==> config.mk <==
export PLATFORM = sky130hd
export DESIGN_NAME = peak_detector
export DESIGN_NICKNAME = d
export VERILOG_FILES = /design/src/rtl/peak_detector.sv
export SDC_FILE = /design/constraint.sdc
export NUM_CORES = 1
export LEC_CHECK = 0
export CORE_UTILIZATION = 45
export CTS_CLUSTER_SIZE = 28
export DETAILED_ROUTE_END_ITERATION = 16
export GPL_TIMING_DRIVEN = 1
export PLACE_DENSITY_LB_ADDON = 0.08
export SLEW_MARGIN = 20
export SYNTH_ARGS = -nofsm -noshare
export SYNTH_HDL_FRONTEND = slang
export SYNTH_SLANG_ARGS = --single-unit
==> constraint.sdc <==
create_clock -name clk -period 2.17 [get_ports clk]
set_input_delay 0.434 -clock clk [delete_from_list [all_inputs] [get_ports clk]]
set_output_delay 0.434 -clock clk [all_outputs]
set_load 0.02 [all_outputs]
==> src/rtl/peak_detector.sv <==
// peak_detector: threshold/hysteresis peak detector for a filtered sample
// stream, with a refractory (holdoff) window and beat-to-beat interval
// measurement.
//
// Ports
//   clk           system clock, all state changes on its rising edge
//   reset         asynchronous active-low reset
//   sample_valid  one-cycle strobe per new filtered sample
//   filtered      unsigned 10-bit sample (meaningful when sample_valid=1)
//   threshold     unsigned upper detection threshold (quasi-static)
//   hysteresis    distance below threshold for the falling crossing
//   beat          one-cycle pulse per detected peak
//   peak_amp      maximum sample of the most recent detected peak
//   period        accepted-sample count between the two most recent beats
//   period_valid  period holds a valid measurement
//   busy          high while a peak is in progress or in holdoff
module peak_detector #(
  parameter int HOLDOFF = 8,
  parameter int CNT_W   = 16
) (
  input  logic             clk,
  input  logic             reset,
  input  logic             sample_valid,
  input  logic [9:0]       filtered,
  input  logic [9:0]       threshold,
  input  logic [9:0]       hysteresis,
  output logic             beat,
  output logic [9:0]       peak_amp,
  output logic [CNT_W-1:0] period,
  output logic             period_valid,
  output logic             busy
);

  localparam logic [CNT_W-1:0] CNT_MAX   = '1;
  localparam logic [7:0]       HOLD_LAST = 8'(HOLDOFF - 1);

  typedef enum logic [1:0] {
    S_BELOW = 2'd0,
    S_ABOVE = 2'd1,
    S_HOLD  = 2'd2
  } state_t;

  state_t           state_q, state_d;
  logic [9:0]       max_q;
  logic [7:0]       hcnt_q;
  logic [CNT_W-1:0] cnt_q;
  logic             prior_q;

  logic [9:0]       lo;
  logic [CNT_W-1:0] cnt_inc;
  logic             start, term, hold_done, beat_evt;

  function automatic logic [CNT_W-1:0] sat_inc(input logic [CNT_W-1:0] x);
    return (x == CNT_MAX) ? x : x + CNT_W'(1);
  endfunction

  function automatic logic [9:0] sat_sub(input logic [9:0] a, input logic [9:0] b);
    return (a >= b) ? a - b : 10'd0;
  endfunction

  assign lo        = sat_sub(threshold, hysteresis);
  assign cnt_inc   = sat_inc(cnt_q);
  assign start     = (state_q == S_BELOW) && (filtered >= threshold);
  assign term      = (state_q == S_ABOVE) && (filtered < lo);
  assign hold_done = (state_q == S_HOLD) && (hcnt_q == HOLD_LAST);
  assign beat_evt  = sample_valid && term;
  assign busy      = (state_q != S_BELOW);

  always_comb begin
    state_d = state_q;
    if (sample_valid) begin
      case (state_q)
        S_BELOW: if (start)     state_d = S_ABOVE;
        S_ABOVE: if (term)      state_d = S_HOLD;
        S_HOLD:  if (hold_done) state_d = S_BELOW;
        default:                state_d = S_BELOW;
      endcase
    end
  end

  always_ff @(posedge clk or negedge reset) begin
    if (!reset) state_q <= S_BELOW;
    else        state_q <= state_d;
  end

  // Registered outputs: beat and captures appear the cycle after the
  // terminating sample.
  always_ff @(posedge clk or negedge reset) begin
    if (!reset) begin
      beat         <= 1'b0;
      peak_amp     <= '0;
      period       <= '0;
      period_valid <= 1'b0;
      max_q        <= '0;
      hcnt_q       <= '0;
      cnt_q        <= '0;
      prior_q      <= 1'b0;
    end else begin
      beat <= beat_evt;
      if (sample_valid) begin
        if (start)
          max_q <= filtered;
        else if (state_q == S_ABOVE && !term && filtered > max_q)
          max_q <= filtered;

        if (term)
          hcnt_q <= '0;
        else if (state_q == S_HOLD)
          hcnt_q <= hcnt_q + 8'd1;

        if (term) begin
          peak_amp <= max_q;
          // A period is only meaningful once an earlier beat is on record.
          if (prior_q) begin
            period       <= cnt_inc;
            period_valid <= 1'b1;
          end
          prior_q <= 1'b1;
          cnt_q   <= '0;
        end else begin
          cnt_q <= cnt_inc;
          // Interval too long to measure: forget the earlier beat.
          if (cnt_inc == CNT_MAX) begin
            prior_q      <= 1'b0;
            period_valid <= 1'b0;
          end
        end
      end
    end
  end

endmodule

# Word-level counts from Yosys, hierarchy flattened
# Index checks and enable logic that the tools add are counted.
# op_classes
n_addsub	3
n_eq_ne	9
n_reduce_logical	19
muxes	15
magnitude_cmp	4
# op_table
cell	count
16-bit equality test (second input constant)	2
16-bit 2-to-1 mux	2
10-bit 2-to-1 mux	3
10-bit >= comparator	2
16-bit by 1-bit adder with 16-bit output (second input constant)	1
8-bit 2-to-1 mux	2
10-bit greater-than comparator	1
10-bit less-than comparator	1
10-bit subtractor	1
8-bit by 1-bit adder with 8-bit output (second input constant)	1
8-bit by 3-bit equality test with 1-bit output (second input constant)	1
2-bit inequality test (second input constant)	4
2-bit AND reduction	4
2-bit nonzero test	4
1-bit logical AND	6
2-bit 2-to-1 mux	3
2-bit one-hot mux with 3 select lines	1
3-bit AND reduction	2
1-bit 2-to-1 mux	4
4-bit AND reduction	1
2-bit by 1-bit equality test with 1-bit output (second input constant)	1
2-bit equality test (second input constant)	1
2-bit logical NOT	1
1-bit logical NOT	1
# totals
in_bits	33
out_inout_bits	29
register_bits	65
elab_cells	59

# Longest topological paths before layout
# Gate-level depths: netlist of run 1.
# logic_depth
word_depth	9
mapped_depth	20

# Least setup slack after synthesis of run 1
# OpenSTA, ideal clock, no wires.
# synth_path
kind	input -> register
from	in threshold[0]
to	reg period[12]
slack_ns	-1.817
setup_time_ns	0.125
cell_stages	17
path_buffers	1
t_arrival_ns	3.862
path_cell_list	inv_1 > ha_1 > inv_1 > fa_1 > a211oi_1 > o21bai_1 > o221ai_1 > nand3_1 > o2111ai_1 > a21boi_0 > ha_1 > nand3_1 > or3_1 > o211a_1 > nand3_2 > buf_2 > mux2_2
# synth_via
elab_chain_len	5
word_cells_on_any_way	6
classes_between	add/sub (1); order compare (2); mux (1); reduce/logical (2)
# synth_lines
element	line	text
from (decl)	25	input logic [9:0] threshold,
10-bit subtractor or 10-bit >= comparator (tied branches)	58	return (a >= b) ? a - b : 10'd0;
10-bit 2-to-1 mux *	58	
10-bit less-than comparator *	64	assign term = (state_q == S_ABOVE) && (filtered < lo);
1-bit logical AND *	64	
3-bit AND reduction (no source line) *	n/a	
to (signal assigned)	115	period <= cnt_inc;
to (decl)	29	output logic [CNT_W-1:0] period,
# Every way passes the cells marked *; elsewhere a longest branch is shown, timed or not.
# A chain may end at the register's enable or synchronous reset.

# Final worst setup path of run 1
# layout_path
from	in hysteresis[4]
to	reg period[5]
# layout_via
elab_chain_len	5
word_cells_on_any_way	6
classes_between	add/sub (1); order compare (2); mux (1); reduce/logical (2)
# layout_lines
element	line	text
from (decl)	26	input logic [9:0] hysteresis,
10-bit subtractor or 10-bit >= comparator (tied branches)	58	
10-bit 2-to-1 mux *	58	
10-bit less-than comparator *	64	
1-bit logical AND *	64	
3-bit AND reduction (no source line) *	n/a	
# Marked as above.

==> results.toml, run 1 <==
[status]
outcome = "complete, but fails checks"
violations = "setup timing"

[pwr]
power.leakage_nw = 3.34
combPwrFrac_pct = 50.9
p_per_area_mw_per_mm2 = 843
power_frac_clock_pct = 19.5
switching_power_mw = 2.28
ir_drop_mv = 0.598
intPower_mw = 3.70
p_seq_share_pct = 29.6
p_sw_share_pct = 38.1

[timing]
clock_skew_ns = 0.0148
finalMaxSlewViolations = 0
max_freq_mhz = 286
fin_crit_ns = 3.49
layout_setup_ws_ns = -1.32
period_share_pct = 161
rsz0062_at_grt = "yes"
setup_viol_count_final = 65
hold_viol = 0
tightestPinTransition_ns = 0.547
slew_headroom_pct = 63.2
fin_setup_tns_ns = -79.24

[critical_path]
crit_path_end_kind = "flop"
critical_path_buf_inv_count = 4
crit_fanout = 8
max_stage_delay_ns = 0.47
r2r-start = "cnt_q[0]"
critical_path_arrival_ns = 3.73
worstPathCellList = "clkdlybuf4s50_1 > inv_1 > ha_4 > buf_4 > o21a_1 > o41ai_4 > buf_4 > xnor2_2 > nand2_2 > ha_4 > nand3_4 > or3_4 > o211a_4 > nand3_4 > mux2_4"
start_kind = "input pin"
critPathTopFamily = "buffers and inverters"
crit_type = "input pin to flop"
crit_slowest_cell = "clkdlybuf4s50_1"
startpoint = "hysteresis[4]"
worst-endpoint-required_ns = 2.40

[synth]
avgSynthCellArea_um2 = 9.05
synth_edf_count = 0
synth_area_mm2 = 0.00461
synth_nets = 585
ys_seq_elements = 65
synth_area_leader_cell = "dfrtp_1"
synthArstFlopShare_pct = 100
synth_cell_types = 58
synthTopCellsByArea = "dfrtp_1 (35%), ha_1 (11%), nand2_1 (4.1%)"
netlist_instances = 510
synthFlopType = "dfrtp_1"
ys_warn_count = 0
ys_seq_area_share_pct = 35.3
synth_top_cell_area_share_pct = 35.3

[global_routing]
grt_max_degree = 66
grt_usage_pct = 27.5
antenna_found_initial = 0
grt_pass1_wl_mm = 22.3
grt_pass1_vias = 4616
grt_overflow = 0

[floorplanning]
die_h_um = 103
start_util_pct = 46.8
die-width_um = 103
fp-row-count = 36
core_area_mm2 = 0.00986
die-area_mm2 = 0.0107
ios = 62

[cts]
insertion_delay_ns = 0.36
max-clock-path-buffers = 2
cts-root-buf = "clkbuf_8"
cts_tree = "done"
numCtsBuffers = 9
cts_hold_buf = 0
cts_htree_levels = 3
cts_sinks = 65
path_clk_slew_ns = 0.07

[final_layout]
antennaDiodeCount = 0
drive_gt1_share_pct = 36.1
fin_nets = 760
area_delta_synth_final_pct = 53.8

[place]
numPortBuffers = 61
finalWeightedCongestion = 0.957
place_hpwl_mm = 10.2
dp_slack_ns = -2.32

[route]
wl_per_cell_um = 16.8
antenna_left = 0
wirelength_mm = 13.8
drcViolationCount = 0
dr.pass1.iters = 5
drt_iter0_markers = 130
avgViaCountPerCell = 5.64
vias = 4644

[run]
maxCapViolCount = 0

[min_path]
worstHoldPathType = "input pin to asynchronous set/reset pin"
==> cells in the mapped netlist (7+ instances only) <==
library cell	n
a21o_1	11
a21oi_1	29
and3_1	9
buf_2	10
clkbuf_1	14
dfrtp_1	65
ha_1	41
inv_1	38
mux2_2	15
nand2_1	51
nand3_1	26
nand4_1	9
nor2_1	20
o211ai_1	13
o21ai_0	31
o221ai_1	10
o2bb2ai_1	7
o32a_1	9
==> worst register-to-register path, stage by stage, from the launching register on <==
cell      delay [ns]
dfrtp_1         0.36
ha_1            0.22
nand4_4         0.11
buf_4           0.17
nor4_2          0.43
buf_4           0.21
nor2_1          0.06
xor2_1          0.27
and3_1          0.26
o211ai_1        0.11
a22o_1          0.19
==> placed cells by master (no fill, tap or decap), types with 6 or more instances in the layout <==
cell type        Yosys  routed
nand3_1             26      22
o211ai_1            13      13
o2bb2ai_2            0       6
nand4_1              9       9
o221ai_2             0      10
clkbuf_8             0       9
o21ai_1              0       6
mux2_4               0      14
inv_1               38      32
nor2_1              20      19
clkdlybuf4s50_1      0      50
a21oi_1             29      19
ha_1                41      31
a21o_1              11      11
o21ai_0             31      22
ha_4                 0      10
o32a_1               9       9
nor3_1               6       6
dfrtp_1             65      65
a21oi_2              0       9
buf_4                0     117
nand2_1             51      47
buf_6                0       8
and3_1               9       9
==> power groups by stage <==
stage                     Clock, mW  Sequential (mW)  Combinational (mW)
after floorplan                   0             1.94                1.47
after global placement            0             1.78                2.68
after detailed placement          0             1.79                2.75
after CTS                      1.19             1.77                2.89
after global routing           1.22             1.81                3.32
final                          1.17             1.77                3.04
==> per-layer routing <==
metal	wire length, µm	vias to the layer above	global-route usage (%)	part of all wire (%)
li1	-	2262	-	-
met1	5550	2225	31.9	40
met2	7250	124	49.9	52
met3	574	33	4.37	4.1
met4	459	0	12.1	3.3
met5	0	-	0	0
==> path summary, 6_finish.rpt <==
check                               end  slack (ns)  cells past startpoint
max in group asynchronous     hcnt_q[7]        1.79                      2
setup reg to reg           period_valid       -0.32                     10
min in group clk            peak_amp[5]        0.48                      2
hold / removal                hcnt_q[1]        0.08                      2
hold reg to reg             peak_amp[5]        0.48                      2
setup / recovery              period[5]       -1.32                     15
==> metrics by stage <==
stage / util [%] / std cells / hold WS, ns / power, mW / instance area, µm²
6_report: 71.9 / 823 / 0.0816 / 5.98 / 7100
3_3_place_gp: 65.4 / 795 / 0.468 / 4.45 / 6450
4_1_cts: 69.5 / 818 / 0.103 / 5.85 / 6850
2_1_floorplan: - / 510 / 0.138 / 3.41 / 4910
3_5_place_dp: 65.4 / 795 / 0.469 / 4.54 / 6450
5_1_grt: 71.9 / 823 / 0.114 / 6.35 / 7100
==> flip-flops by register name, indices dropped and copies added (netlist names) <==
signal and cells:
state_q 2, beat 1, period 16, period_valid 1
hcnt_q 8, prior_q 1, cnt_q 16, peak_amp 10
max_q 10
==> timing repair <==
| action | 4_1_cts | 5_1_grt |
|---|---|---|
| pin swaps | 18 | 22 |
| resized for setup | 56 | 31 |
| setup endpoints to repair | 65 | 66 |
| cloned | 1 | 1 |
| setup buffers | 6 | 4 |
==> final cells by class <==
type                            count  area, µm²
Clock buffer                       10        128
Fill cell                         750       2770
Sequential cell                    65       1630
Timing Repair Buffer              191       1680
Multi-Input combinational cell    379       3240
Inverter                           39        161
Tap cell                          133        166
Clock inverter                      6       91.3
==> kinds of logic after synthesis <==
| group | share of synthesized area [%] |
|---|---|
| AO/OA/AOI/OAI | 24.2 |
| AND/OR/NAND/NOR | 17.0 |
| buffers and inverters | 5.72 |
| flip-flops | 35.3 |
| adder cells (fa/ha/maj) | 11.6 |
| multiplexers | 4.53 |
| XOR/XNOR | 1.71 |
(Power assumes the default switching activity.)
==> inputs of run 2 (changes only) <==
--- a/config.mk
+++ b/config.mk
@@ -9,7 +9,7 @@
 export CTS_CLUSTER_SIZE = 28
 export DETAILED_ROUTE_END_ITERATION = 16
 export GPL_TIMING_DRIVEN = 1
-export PLACE_DENSITY_LB_ADDON = 0.08
+export PLACE_DENSITY_LB_ADDON = 0.3
 export SLEW_MARGIN = 20
 export SYNTH_ARGS = -nofsm -noshare
 export SYNTH_HDL_FRONTEND = slang
==> results.toml, run 2 (synthesis gave the netlist of run 1 again) <==
[global_routing]
grt_pass1_wl_mm = 22.7
grt_usage_pct = 27.5
antenna_found_initial = 0
grt_pass1_vias = 4653
grt_max_degree = 35
grt_overflow = 0

[place]
finalWeightedCongestion = 0.905
dpl_cell_area_mm2 = 0.00643
place_hpwl_mm = 10.1
numPortBuffers = 61
dp_cells = 793
dp_slack_ns = -2.38

[final_layout]
nFillCells = 676
fin_nets = 765
layout.cells.non_filler = 827
layout_common_cells = "buf_4 (113), dfrtp_1 (65), clkdlybuf4s50_1 (50)"
final_area_mm2 = 0.00726
drive_gt1_share_pct = 36.6
antennaDiodeCount = 0
area_delta_synth_final_pct = 57.4
largestRegisters = "cnt_q: 16 flops, period: 16 flops"
final_common_cell = "buf_4"
fin_util_pct = 73.6

[critical_path]
critical_path_arrival_ns = 3.76
max_stage_delay_ns = 0.39
start_kind = "input pin"
crit_path_end_kind = "flop"
crit_slowest_cell = "or3_4"
worstPathCellList = "clkdlybuf4s15_2 > ha_4 > nor2b_1 > o21ai_1 > a21boi_1 > o21a_1 > o41ai_4 > buf_4 > xnor2_1 > nand2_1 > ha_4 > nand3_4 > or3_4 > o211a_4 > nand3_4 > buf_8 > mux2_4"
worst-endpoint-required_ns = 2.39
critPathTopFamily = "compound AO/OA/AOI/OAI gates"
crit_fanout = 6
critical_path_buf_inv_count = 3
crit_type = "input pin to flop"

[route]
dr.pass1.iters = 5
wirelength_mm = 14.0
drt_iter0_markers = 259
drcViolationCount = 0
wl_per_cell_um = 16.9
avgViaCountPerCell = 5.77
vias = 4774
antenna_left = 0

[floorplanning]
fp-row-count = 36
ios = 62
start_util_pct = 46.8
core_area_mm2 = 0.00986
die_h_um = 103
die-area_mm2 = 0.0107
die-width_um = 103

[cts]
insertion_delay_ns = 0.34
cts_sinks = 65
numCtsBuffers = 9
cts_htree_levels = 3
path_clk_slew_ns = 0.08
cts-root-buf = "clkbuf_8"
max-clock-path-buffers = 2
cts_tree = "done"

[pwr]
power.leakage_nw = 3.38
p_sw_share_pct = 38.8
power_mw = 6.07
p_seq_share_pct = 29.8
power_frac_clock_pct = 17.6
switching_power_mw = 2.35
combPwrFrac_pct = 52.6
ir_drop_mv = 0.601
intPower_mw = 3.72
p_per_area_mw_per_mm2 = 836

[timing]
clock_skew_ns = 0.00992
setup_viol_count_final = 65
finalMaxSlewViolations = 0
tightestPinTransition_ns = 0.563
hold_viol = 0
period_share_pct = 163
layout_setup_ws_ns = -1.36
fin_crit_ns = 3.53
max_freq_mhz = 283
slew_headroom_pct = 62.4
rsz0062_at_grt = "yes"

[status]
outcome = "complete, but fails checks"
violations = "setup timing"

[min_path]
worstHoldPathType = "flop to flop"

[run]
maxCapViolCount = 0
==> run 2: changes by cell type in the layout (fill, tap and decap cells not counted), sizes merged <==
cell           change
inv                -1
buf                +4
clkdlybuf4s15      +1
dlygate4sd2        +2
clkinvlp           +1
nand3              -1
clkinv             -3
dlygate4sd3        +1
clkbuf             +3
dlymetal6s2s       -2
bufinv             -1
==> run 2: worst paths after layout <==
kind	from	end	slack (ns)	cells past startpoint
max	threshold[1]	period[14]	-1.36	17
min	peak_amp[3]	peak_amp[3]	0.49	2
max reg2reg	cnt_q[0]	period_valid	-0.26	8
min reg2reg	peak_amp[3]	peak_amp[3]	0.49	2
max in group asynchronous	reset	cnt_q[2]	1.04	3
min in group asynchronous	reset	max_q[5]	0.53	2
==> run 2: metal layers <==
metal	global-route usage [%]	up-vias	wire length [µm]
met5	0	-	0
met4	7.37	0	181
met3	3.90	20	776
met2	45.8	182	6720
met1	37.4	2310	6280
li1	-	2262	-
==> run 2: tightest hold or removal path, stage by stage (launching register included) <==
cell and delay [ns]:
dfrtp_1 0.35, nand2_1 0.05, o21ai_1 0.06
==> run 2: layout make-up <==
cell class	instances	area [µm²]	share of cell area (%)
well taps	133	166	2.29
clock inverters	2	37.5	0.517
multi-input cells	378	3320	45.7
repair buffers	197	1780	24.6
flip-flops and latches	65	1630	22.4
clock buffers	13	159	2.19
inverters	39	166	2.29
==> run 2: per-stage QoR <==
stage	hold slack, ns	TNS [ns]
6_report	0.489	-81.25
5_1_grt	0.513	-89.91
4_1_cts	0.492	-83.94
3_5_place_dp	0.345	-144.78
3_3_place_gp	0.351	-139.68
2_1_floorplan	0.138	-82.20
==> run 2: power by group through the flow <==
stage / Combinational, mW / Clock [mW] / Sequential, mW
6_report: 3.19 / 1.07 / 1.81
5_1_grt: 3.47 / 1.14 / 1.85
2_1_floorplan: 1.47 / 0 / 1.94
4_1_cts: 2.92 / 1.08 / 1.79
3_5_place_dp: 2.74 / 0 / 1.80
3_3_place_gp: 2.64 / 0 / 1.79
==> run 2: timing repair <==
action	in CTS	in global routing
gates cloned	3	1
pin swaps	24	19
endpoints found under the hold margin	10	0
buffers inserted	5	9
hold buffers	1	0
endpoints found under the setup margin	65	65
gates resized for setup	56	70
